<file path="src/rtl/trng_arb_pkg.sv">
// Shared types and widths for the entropy source arbiter.
package trng_arb_pkg;

  typedef enum logic [1:0] {
    ST_IDLE   = 2'd0,
    ST_SELECT = 2'd1,
    ST_WAIT   = 2'd2,
    ST_OUT    = 2'd3
  } arb_state_e;

  localparam int unsigned WORD_W  = 32;
  localparam int unsigned TIMER_W = 16;

endpackage

</file>
<file path="src/rtl/rr_next_select.sv">
// Round-robin finder: first eligible index after last_src, wrapping; last_src
// itself only wins when it is the sole eligible source.
module rr_next_select #(
  parameter  int unsigned NUM_SRC = 3,
  localparam int unsigned SRC_W   = $clog2(NUM_SRC)
) (
  input  logic [NUM_SRC-1:0] eligible,
  input  logic [SRC_W-1:0]   last_src,
  output logic [SRC_W-1:0]   next_src,
  output logic               any_eligible
);

  logic        found;
  int unsigned idx;

  always_comb begin
    next_src     = last_src;
    any_eligible = |eligible;
    found        = 1'b0;
    idx          = 0;
    // Offsets run 1..NUM_SRC so last_src is visited last.
    for (int unsigned off = 1; off <= NUM_SRC; off++) begin
      idx = 32'(last_src) + off;
      if (idx >= NUM_SRC) idx = idx - NUM_SRC;
      if (!found && eligible[SRC_W'(idx)]) begin
        found    = 1'b1;
        next_src = SRC_W'(idx);
      end
    end
  end

endmodule

</file>
<file path="src/rtl/entropy_source_arbiter.sv">
// Round-robin burst arbiter feeding the TRNG mixer from NUM_SRC entropy
// sources through a one-word holding register, skipping stalled sources.
module entropy_source_arbiter
  import trng_arb_pkg::*;
#(
  parameter int unsigned NUM_SRC         = 3,
  parameter int unsigned WORDS_PER_GRANT = 4,
  parameter int unsigned TIMEOUT_CYCLES  = 1024
) (
  input  logic                      clk,
  input  logic                      reset_n,
  input  logic                      enable,
  input  logic [NUM_SRC-1:0]        src_mask,
  input  logic                      clear_timeouts,
  input  logic [NUM_SRC-1:0]        src_enabled,
  input  logic [WORD_W*NUM_SRC-1:0] src_data,
  input  logic [NUM_SRC-1:0]        src_valid,
  output logic [NUM_SRC-1:0]        src_ack,
  output logic [WORD_W-1:0]         out_data,
  output logic [2:0]                out_src,
  output logic                      out_valid,
  input  logic                      out_ack,
  output logic                      busy,
  output logic [NUM_SRC-1:0]        timeout_status
);

  localparam int unsigned SRC_W = $clog2(NUM_SRC);

  arb_state_e           state_q, state_d;
  logic [SRC_W-1:0]     last_src_q, last_src_d;
  logic [SRC_W-1:0]     cur_src_q, cur_src_d;
  logic [7:0]           word_ctr_q, word_ctr_d;
  logic [TIMER_W-1:0]   timer_q, timer_d;
  logic [WORD_W-1:0]    out_data_q, out_data_d;
  logic [2:0]           out_src_q, out_src_d;
  logic                 out_valid_q, out_valid_d;
  logic [NUM_SRC-1:0]   src_ack_q, src_ack_d;
  logic [NUM_SRC-1:0]   timeout_q, timeout_d;

  logic [NUM_SRC-1:0]   eligible;
  logic [SRC_W-1:0]     next_src;
  logic                 any_eligible;
  logic [WORD_W-1:0]    src_word [NUM_SRC];

  for (genvar g = 0; g < NUM_SRC; g++) begin : g_unpack
    assign src_word[g] = src_data[g*WORD_W +: WORD_W];
  end

  assign eligible = src_mask & src_enabled;

  rr_next_select #(.NUM_SRC(NUM_SRC)) u_rr (
    .eligible     (eligible),
    .last_src     (last_src_q),
    .next_src     (next_src),
    .any_eligible (any_eligible)
  );

  always_comb begin
    state_d     = state_q;
    last_src_d  = last_src_q;
    cur_src_d   = cur_src_q;
    word_ctr_d  = word_ctr_q;
    timer_d     = timer_q;
    out_data_d  = out_data_q;
    out_src_d   = out_src_q;
    out_valid_d = out_valid_q;
    src_ack_d   = '0;
    // Clear first so a same-cycle timeout set below takes priority.
    timeout_d   = clear_timeouts ? '0 : timeout_q;

    unique case (state_q)
      ST_IDLE: begin
        if (enable && any_eligible) state_d = ST_SELECT;
      end
      ST_SELECT: begin
        if (any_eligible) begin
          cur_src_d  = next_src;
          word_ctr_d = '0;
          timer_d    = '0;
          state_d    = ST_WAIT;
        end else begin
          state_d = ST_IDLE;
        end
      end
      ST_WAIT: begin
        if (!enable) begin
          state_d = ST_IDLE;
        end else if (!eligible[cur_src_q]) begin
          last_src_d = cur_src_q;
          state_d    = ST_SELECT;
        end else if (src_valid[cur_src_q]) begin
          out_data_d           = src_word[cur_src_q];
          out_src_d            = 3'(cur_src_q);
          out_valid_d          = 1'b1;
          src_ack_d[cur_src_q] = 1'b1;
          state_d              = ST_OUT;
        end else if (timer_q == TIMER_W'(TIMEOUT_CYCLES - 1)) begin
          timeout_d[cur_src_q] = 1'b1;
          last_src_d           = cur_src_q;
          state_d              = ST_SELECT;
        end else begin
          timer_d = timer_q + 1'b1;
        end
      end
      ST_OUT: begin
        if (out_ack) begin
          out_valid_d = 1'b0;
          word_ctr_d  = word_ctr_q + 1'b1;
          if (word_ctr_q == 8'(WORDS_PER_GRANT - 1) || !enable || !eligible[cur_src_q]) begin
            last_src_d = cur_src_q;
            state_d    = enable ? ST_SELECT : ST_IDLE;
          end else begin
            timer_d = '0;
            state_d = ST_WAIT;
          end
        end
      end
      default: state_d = ST_IDLE;
    endcase
  end

  always_ff @(posedge clk or negedge reset_n) begin
    if (!reset_n) begin
      state_q     <= ST_IDLE;
      last_src_q  <= SRC_W'(NUM_SRC - 1);
      cur_src_q   <= '0;
      word_ctr_q  <= '0;
      timer_q     <= '0;
      out_data_q  <= '0;
      out_src_q   <= '0;
      out_valid_q <= 1'b0;
      src_ack_q   <= '0;
      timeout_q   <= '0;
    end else begin
      state_q     <= state_d;
      last_src_q  <= last_src_d;
      cur_src_q   <= cur_src_d;
      word_ctr_q  <= word_ctr_d;
      timer_q     <= timer_d;
      out_data_q  <= out_data_d;
      out_src_q   <= out_src_d;
      out_valid_q <= out_valid_d;
      src_ack_q   <= src_ack_d;
      timeout_q   <= timeout_d;
    end
  end

  assign src_ack        = src_ack_q;
  assign out_data       = out_data_q;
  assign out_src        = out_src_q;
  assign out_valid      = out_valid_q;
  assign busy           = (state_q != ST_IDLE);
  assign timeout_status = timeout_q;

endmodule
</file>
<file path="config.mk">
export PLATFORM = sky130hd
export DESIGN_NAME = entropy_source_arbiter
export DESIGN_NICKNAME = d
export VERILOG_FILES = /design/src/rtl/trng_arb_pkg.sv /design/src/rtl/rr_next_select.sv /design/src/rtl/entropy_source_arbiter.sv
export SDC_FILE = /design/constraint.sdc
export NUM_CORES = 1
export LEC_CHECK = 0
export BUFFER_PORTS_ARGS = -buffer_cell sky130_fd_sc_hd__buf_2
export CAP_MARGIN = 20
export CORE_UTILIZATION = 50
export DETAILED_ROUTE_END_ITERATION = 10
export HOLD_SLACK_MARGIN = 0.03
export PLACE_DENSITY = 0.92
export SLEW_MARGIN = 20
export SYNTH_ARGS = -nofsm -noshare
export SYNTH_HDL_FRONTEND = slang
export SYNTH_SLANG_ARGS = --single-unit
</file>
<file path="constraint.sdc">
create_clock -name clk -period 3.1 [get_ports clk]
set_input_delay 0.62 -clock clk [delete_from_list [all_inputs] [get_ports clk]]
set_output_delay 0.62 -clock clk [all_outputs]
set_load 0.005 [all_outputs]
</file>
==> run_results.csv, run 1 <==
group,metric,value,unit
cts,clk_pin_slew,70,ps
cts,ctsHoldBuffers,0,
logic_synthesis,synth_warnings,0,
logic_synthesis,syn_area,4210,um2
critical_path,path_class,"register to register",
logic_synthesis,postSynthCellCount,482,
critical_path,crit_path_end_kind,"register",
critical_path,worstPathArrival,2680,ps
routing,wl,11600,um
routing,vias_per_cell,5.83,
cts,clk_latency,350,ps
global_routing,grt_pass1_vias,4107,
logic_synthesis,synth_fp_nets,597,
logic_synthesis,synth-async-reset-ratio,100,%
logic_synthesis,yosysUniqueCellTypes,61,
cts,cts_resized,0,
logic_synthesis,yosysTopAreaCellShare,41.6,%
flow_run,maxCapViolCount,0,
critical_path,crit_buf_inv,2,
routing,drt_iter0_markers,332,
critical_path,worstSetupStartpointType,"register",
critical_path,max_stage_delay,390,ps
logic_synthesis,synth.most_common_cell,"dfrtp_1",
timing,hold_viol,0,
critical_path,path_delay_family,"compound AO/OA/AOI/OAI gates",
critical_path,crit_chain,"buf_4 -> nor2b_2 -> buf_4 -> o2bb2ai_1 -> nor2_1 -> o211ai_1 -> mux2_2",
place,dpl_cell_area,5030,um2
cells_and_area,final_area,5200,um2
critical_path,reg2reg_from,"cur_src_q[0]",
timing,min_period,2440,ps
global_routing,grt-ovfl-total,0,
cts,cts_buffers,9,
floorplan,initial_utilization,51.5,%
logic_synthesis,ys_ff_latch,71,
floorplan,rows,33,
cts,cts_buffer_depth,2,
timing,setup-violations-final,0,
cts,htree_levels,3,
floorplan,fp.dieW,93.7,um
routing,vias,4237,
routing,wl_per_cell,15.9,um
floorplan,die_y,93.7,um
cells_and_area,num_antenna_cells,0,
logic_synthesis,synth.top_cells.by_count,"70 x dfrtp_1, 57 x nand2_1, 53 x nor2_1",
logic_synthesis,postSynthAreaPerCell,8.73,um2
outcome,status,"finished, final reports clean",
timing,slew-limit-headroom,44.1,%
logic_synthesis,synth-main-ff-cell,"dfrtp_1",
critical_path,r2r_slack,660,ps
floorplan,core-area,8180,um2
global_routing,antenna_found_initial,0,
routing,ant_nets,0,
logic_synthesis,ys_top_cells_by_area,"dfrtp_1 42%, mux2i_1 8.8%, o21ai_0 5.2%",
cells_and_area,fin_nets,732,
critical_path,r2r-end,"last_src_q[0]",
cells_and_area,drive_gt1_share,31.5,%
cts,cts_setup_buffers,0,
cells_and_area,fill_cells,702,
timing,timing.fmax,410,MHz
timing,rsz0062_at_grt,"false",
critical_path,crit_required,3340,ps
global_routing,grt_util_all_layers,27.6,%
timing,finalSetupTns,0,ps
critical_path,critPathMostFrequentCell,"buf_4",
cts,cts_sinks,71,
critical_path,r2r_cells,7,
place,dp.final_hpwl,8600,um
timing,drv_slew,0,
logic_synthesis,synth_area_leader_cell,"dfrtp_1",
cts,cts_tree,"yes",
timing,finClkSkew,7.30,ps
routing,drt_first_pass_iters,5,
floorplan,ios,153,
floorplan,dieArea,8780,um2
cells_and_area,area_growth,23.6,%
timing,post-route-period-util,78.7,%
pwr,p_per_area,705,nW/um2
logic_synthesis,synth-edff-count,0,
pwr,p_leak,2.51,nW
global_routing,grt_max_degree,70,
timing,tightest_slew,835,ps
hold_path,hp-class,"input port to asynchronous set/reset pin",
critical_path,critPathMaxFanout,33,
routing,drc,0,
pwr,ir_drop,0.000364,V
global_routing,grt_pass1_wl,18900,um
critical_path,cp_slowest_cell,"dfrtp_1",
place,routabilityCongestion,0.971,
logic_synthesis,yosysSeqAreaShare,42.3,%
cts,root_buffer,"clkbuf_8",
place,numPortBuffers,151,
==> cell type report <==
| class | count | area [um2] | area share (%) |
|---|---|---|---|
| multi-input combinational | 366 | 2230 | 42.9 |
| inverter | 8 | 30.0 | 0.577 |
| tap | 105 | 131 | 2.53 |
| clock buffer | 12 | 155 | 2.98 |
| sequential | 71 | 1780 | 34.2 |
| timing repair buffer | 161 | 856 | 16.5 |
| clock inverter | 4 | 20.0 | 0.385 |
==> worst reg2reg max path, stage by stage, from the launching register on <==
cell	delay, ps
dfrtp_1	390
buf_4	230
nor2b_2	200
buf_4	350
o2bb2ai_1	300
nor2_1	140
o211ai_1	330
mux2_2	370
==> layer usage <==
metal  vias up  routed length, um  global-route usage, %
met2       190               5920                   47.7
met3        30                907                   8.17
met1      2021               4440                   31.4
li1       1996                  -                      -
met4         0                321                   12.3
met5         -                  0                      0
==> how the worst max path moves through the flow <==
stage | startpoint | end | slack [ps] | cells after the start
after floorplan | out_ack | timer_q[5] | 760 | 6
after global placement | src_mask[1] | timer_q[5] | 720 | 7
after detailed placement | src_mask[1] | timer_q[5] | 660 | 7
after CTS | timer_q[11] | timer_q[15] | 680 | 6
after global routing | cur_src_q[0] | last_src_q[0] | 510 | 7
final | cur_src_q[0] | last_src_q[0] | 660 | 7
==> cell families after synthesis <==
group                    count (synthesis)  synth area share (%)
flip-flops                              71                  42.3
AND/OR/NAND/NOR                        181                  20.8
AO/OA/AOI/OAI                          133                  19.7
buffers and inverters                   45                  4.79
other                                    1                0.0891
multiplexers                            40                  9.61
adder cells (fa/ha/maj)                  5                  1.49
XOR/XNOR                                 6                  1.25
==> flip-flops by register name, summed over array words and instances (netlist names) <==
signal / flops
out_data: 32
timer_q: 16
cur_src_q: 2
out_valid: 1
state_q: 2
last_src_q: 2
out_src: 2
src_ack: 3
timeout_status: 3
word_ctr_q: 8
==> cells in the final DEF, fill, tap and decap left out, drive strengths merged, types with 2 or more instances in the layout <==
| cell type | netlist | layout |
|---|---|---|
| nand2b | 4 | 4 |
| dfrtp | 70 | 70 |
| o32ai | 2 | 2 |
| o21ai | 44 | 44 |
| and2 | 4 | 4 |
| clkbuf | 24 | 12 |
| ha | 5 | 5 |
| a31o | 2 | 2 |
| nor2 | 53 | 53 |
| o22ai | 3 | 3 |
| mux2 | 3 | 3 |
| nor3 | 7 | 7 |
| o21bai | 2 | 2 |
| a22o | 2 | 2 |
| or4 | 13 | 13 |
| o31ai | 12 | 12 |
| nand2 | 57 | 57 |
| nor3b | 2 | 2 |
| mux2i | 37 | 37 |
| o41ai | 3 | 3 |
| nand4b | 2 | 2 |
| nor4 | 2 | 2 |
| nand4 | 8 | 8 |
| inv | 8 | 8 |
| a21oi | 49 | 49 |
| and3 | 4 | 4 |
| nand3 | 16 | 16 |
| clkinv | 0 | 4 |
| xor2 | 5 | 5 |
| nor2b | 4 | 4 |
| buf | 13 | 161 |
==> through the flow <==
stage | power [mW] | utilization (%) | setup slack [ps] | hold slack, ps | cells
2_1_floorplan | 2.46 | - | 763 | 324 | 482
3_5_place_dp | 3.00 | 61.5 | 655 | 465 | 711
5_1_grt | 3.92 | 63.6 | 512 | 441 | 727
4_1_cts | 3.66 | 63.6 | 681 | 400 | 727
3_3_place_gp | 2.90 | 61.5 | 720 | 456 | 711
6_report | 3.66 | 63.6 | 660 | 371 | 727
==> where the power goes <==
group          leakage (nW)  total [mW]  internal, mW  switching (mW)
Clock                0.0959       0.668         0.329           0.339
Sequential            0.962        1.27          1.12           0.158
Combinational          1.45        1.72         0.693            1.03
Total                  2.51        3.66          2.14            1.53
No activity file was read; power rests on OpenSTA's default activity.
==> inputs of run 2 (changes only) <==
CORE_UTILIZATION = 45   (was 50)
PLACE_DENSITY = 0.88   (was 0.92)
clock period = 2 ns   (was 3.1 ns; I/O delays follow)
==> run_results.csv, run 2 (synthesized netlist as in run 1, its figures left out) <==
group,metric,value,unit
outcome,status,"finished, violations left",
outcome,violations,"negative setup slack",
pwr,p_per_area,1120,nW/um2
place,routabilityCongestion,0.855,
global_routing,grt_pass1_vias,4528,
timing,finalSetupTns,-4530,ps
global_routing,grt-ovfl-total,0,
floorplan,initial_utilization,47.3,%
cells_and_area,num_antenna_cells,0,
timing,timing.fmax,437,MHz
timing,post-route-period-util,114,%
cts,htree_levels,3,
routing,drt_iter0_markers,286,
cts,cts_tree,"yes",
cells_and_area,multi_input_area,2280,um2
critical_path,crit_required,2190,ps
timing,setup-violations-final,19,
timing,drv_slew,0,
cts,cts_buffers,9,
pwr,p_leak,2.79,nW
cells_and_area,layout_common_cells,"151 x buf_2, 67 x dfrtp_1, 57 x nand2_1",
timing,slew-limit-headroom,44.5,%
floorplan,die_y,98.7,um
cells_and_area,area_growth,36.1,%
timing,hold_viol,0,
routing,drt_first_pass_iters,5,
critical_path,worstSetupStartpointType,"register",
cells_and_area,utilization,64.4,%
critical_path,crit_path_end_kind,"register",
floorplan,rows,34,
critical_path,critPathMaxFanout,29,
hold_path,hp-class,"input port to register",
global_routing,grt_pass1_wl,20900,um
cts,cts_buffer_depth,2,
global_routing,grt_util_all_layers,27.3,%
routing,wl_per_cell,17.1,um
cells_and_area,largest_reg_flops,32,
critical_path,worstPathArrival,2480,ps
global_routing,grt_max_degree,35,
global_routing,antenna_found_initial,0,
timing,worst_slack,-287,ps
critical_path,r2r_slack,-290,ps
place,numPortBuffers,151,
timing,min_period,2290,ps
routing,ant_nets,0,
timing,rsz0062_at_grt,"true",
floorplan,dieArea,9740,um2
cells_and_area,drive_gt1_share,38.2,%
cells_and_area,layout_commonest_cell,"buf_2",
cts,clk_latency,360,ps
routing,vias,4546,
cts,root_buffer,"clkbuf_8",
floorplan,fp.dieW,98.7,um
floorplan,core-area,8890,um2
routing,vias_per_cell,5.84,
cts,cts_sinks,71,
pwr,total_power,6.42,mW
routing,wl,13400,um
critical_path,path_class,"register to register",
place,dp.final_hpwl,9740,um
timing,tightest_slew,830,ps
flow_run,maxCapViolCount,0,
pwr,ir_drop,0.000643,V
cells_and_area,fill_cells,675,
cells_and_area,fin_nets,781,
floorplan,ios,153,
cells_and_area,final-seq-area,1780,um2
routing,drc,0,
cts,clk_pin_slew,80,ps
timing,hold_ws,252,ps
timing,finClkSkew,16.5,ps
-- run 2: final cells by class --
| cell class | count | share of cell area, % |
|---|---|---|
| repair buffers | 210 | 22.2 |
| flip-flops and latches | 71 | 31.1 |
| well taps | 108 | 2.36 |
| clock buffers | 9 | 2.16 |
| multi-input cells | 366 | 39.9 |
| inverters | 8 | 0.590 |
| clock inverters | 7 | 1.66 |
-- run 2: worst max-delay path, cell delays in order (launching register included) --
cell and delay (ps):
dfrtp_1 380, or4bb_1 530, or4_4 520, a311oi_4 270, buf_12 210, or4b_2 140
a21oi_1 80
-- run 2: through the flow --
stage / std cells / instance area (um2) / setup WS (ps)
after detailed placement: 757 / 5380 / -301
after global routing: 779 / 5720 / -359
after global placement: 757 / 5380 / -216
after CTS: 774 / 5630 / -278
after floorplan: 482 / 4210 / -143
final: 779 / 5720 / -287
-- run 2: routing by layer --
| metal | track usage (%) | share of wire, % |
|---|---|---|
| met1 | 30.4 | 38 |
| met2 | 48.3 | 51 |
| met3 | 6.60 | 7.1 |
| met4 | 14.4 | 4.1 |
| met5 | 0 | 0 |
-- run 2: power by group --
part	internal [mW]	leakage [nW]	switching [mW]
Sequential	1.73	0.959	0.212
Combinational	1.34	1.72	1.83
Clock	0.707	0.110	0.601
Total	3.78	2.79	2.64
-- run 2: final timing paths --
| check | endpoint | from | cells after the start |
|---|---|---|---|
| min reg2reg | out_data[30] | out_data[30] | 2 |
| min in group asynchronous | word_ctr_q[6] | reset_n | 2 |
| max in group asynchronous | cur_src_q[0] | reset_n | 3 |
| max reg2reg | timer_q[5] | timer_q[15] | 6 |
| min | timeout_status[2] | clear_timeouts | 2 |
| max | timer_q[5] | timer_q[15] | 6 |
-- run 2: what timing repair did --
action | CTS | global route
resized for setup | 3 | 16
pin swaps | 0 | 2
gates cloned | 0 | 1
buffers inserted | 0 | 5
hold buffers | 1 | 0
endpoints found under the hold margin | 17 | 0
endpoints found under the setup margin | 44 | 61
==> inputs of run 3 (changes only) <==
MAX_ROUTING_LAYER = met4   (was not set)
==> run_results.csv, run 3 (synthesized netlist as in run 1, its figures left out) <==
group,metric,value,unit
outcome,status,"finished, violations left",
outcome,violations,"negative setup slack",
pwr,power.switching,2.55,mW
floorplan,dieArea,9740,um2
global_routing,grt_pass1_vias,4511,
place,routabilityCongestion,0.894,
global_routing,antenna_found_initial,0,
critical_path,cp.depth,6,
critical_path,r2r_cells,6,
timing,hold_viol,0,
critical_path,crit_chain,"or4bb_1 -> or4_4 -> a311oi_4 -> buf_12 -> nor4_1 -> mux2i_1",
cts,cts_buffer_depth,2,
cells_and_area,num_antenna_cells,0,
critical_path,path_delay_family,"simple AND/OR/NAND/NOR gates",
cells_and_area,final-seq-area,1780,um2
pwr,switching_share,41.4,%
timing,rsz0062_at_grt,"true",
timing,min_period,2300,ps
cells_and_area,layout_commonest_cell,"buf_2",
timing,slew-limit-headroom,41.3,%
critical_path,worstSetupStartpointType,"register",
critical_path,path_class,"register to register",
pwr,p_per_area,1090,nW/um2
cts,clk_pin_slew,80,ps
pwr,p_leak,2.75,nW
pwr,ir_drop,0.000657,V
critical_path,reg2reg_from,"timer_q[15]",
pwr,total_power,6.14,mW
critical_path,critPathMaxFanout,29,
flow_run,maxCapViolCount,0,
cells_and_area,fill_cells,699,
routing,vias_per_cell,5.74,
critical_path,r2r-end,"timer_q[15]",
timing,drv_slew,0,
routing,wl,12800,um
global_routing,grt_max_degree,54,
critical_path,cp_slowest_cell,"or4bb_1",
pwr,comb_power_share,49.8,%
place,dp.final_hpwl,9470,um
cells_and_area,drive_gt1_share,37.3,%
cts,cts_sinks,71,
routing,vias,4452,
critical_path,crit_path_start,"timer_q[15]",
critical_path,r2r_slack,-300,ps
routing,drc,0,
cells_and_area,largest_reg_flops,32,
cts,cts_buffers,9,
cts,htree_levels,3,
timing,post-route-period-util,115,%
cts,root_buffer,"clkbuf_8",
routing,ant_nets,0,
cells_and_area,multi_input_area,2280,um2
floorplan,ios,153,
pwr,p_int,3.60,mW
cells_and_area,fin_nets,777,
floorplan,initial_utilization,47.3,%
timing,setup-violations-final,19,
timing,tightest_slew,877,ps
global_routing,grt-ovfl-total,0,
global_routing,grt_util_all_layers,27.8,%
place,numPortBuffers,151,
routing,wl_per_cell,16.5,um
timing,timing.fmax,435,MHz
timing,worst_slack,-301,ps
pwr,seq_power_share,31.5,%
critical_path,crit_path_end_kind,"register",
timing,finalSetupTns,-4730,ps
cells_and_area,area_growth,34.0,%
pwr,pwr-share-clk,18.7,%
floorplan,fp.dieW,98.7,um
hold_path,hp-class,"input port to register",
critical_path,endpoint,"timer_q[15]",
floorplan,rows,34,
routing,drt_first_pass_iters,4,
critical_path,crit_buf_inv,1,
critical_path,worstPathArrival,2530,ps
cts,cts_tree,"yes",
critical_path,crit_required,2230,ps
floorplan,die_y,98.7,um
global_routing,grt_pass1_wl,20700,um
floorplan,core-area,8890,um2
place,post-place-ws,-313,ps
routing,drt_iter0_markers,312,
timing,finClkSkew,17.1,ps
critical_path,max_stage_delay,530,ps
cts,clk_latency,360,ps
cells_and_area,layout_common_cells,"151 x buf_2, 69 x dfrtp_1, 57 x nand2_1",
run 3: cell types whose count changed in the layout (fill, tap and decap cells not counted), sizes merged:
cell / before / now
buf: 208 / 205
clkinv: 2 / 4
bufinv: 2 / 1
clkinvlp: 2 / 1
inv: 9 / 8
run 3: worst min path at each step:
stage,start,end,slack [ps],cells after the start
global route,clear_timeouts,timeout_status[2],290,2
finish,clear_timeouts,timeout_status[2],270,2
floorplan,reset_n,cur_src_q[0],100,0
global placement,reset_n,state_q[1],230,1
detailed placement,reset_n,state_q[1],230,1
CTS,clear_timeouts,timeout_status[2],270,2
run 3: stage by stage:
step           cell area (um2)  util (%)  cells  hold WS, ps
2_1_floorplan             4210         -    482          104
3_3_place_gp              5370      60.4    756          233
3_5_place_dp              5370      60.4    756          235
4_1_cts                   5620      63.2    775          270
5_1_grt                   5640      63.4    775          288
6_report                  5640      63.4    775          275
run 3: layer usage:
metal / global-route usage [%] / part of all wire (%)
met5: - / 0
met4: 13.4 / 3.0
met3: 6.31 / 6.9
met2: 48.3 / 51
met1: 30.2 / 39
run 3: power by group through the flow:
stage	sequential, mW	combinational (mW)	clock (mW)
3_3_place_gp	1.94	2.83	0
2_1_floorplan	1.94	1.88	0
6_report	1.93	3.06	1.15
4_1_cts	1.93	3.00	1.15
5_1_grt	1.97	3.36	1.21
3_5_place_dp	1.95	2.94	0
run 3: area by class of cell:
class | count | area share [%]
sequential | 71 | 31.6
timing repair buffer | 206 | 21.7
multi-input combinational | 366 | 40.5
inverter | 8 | 0.533
clock inverter | 6 | 1.09
clock buffer | 10 | 2.26
tap | 108 | 2.40
run 3: what timing repair did:
| item | CTS | global route |
|---|---|---|
| endpoints found under the hold margin | 3 | 0 |
| hold buffers | 1 | 0 |
| pin swaps | 1 | 0 |
| endpoints found under the setup margin | 20 | 49 |
| gates resized for setup | 8 | 6 |
| gates cloned | 0 | 0 |
| buffers inserted | 2 | 0 |
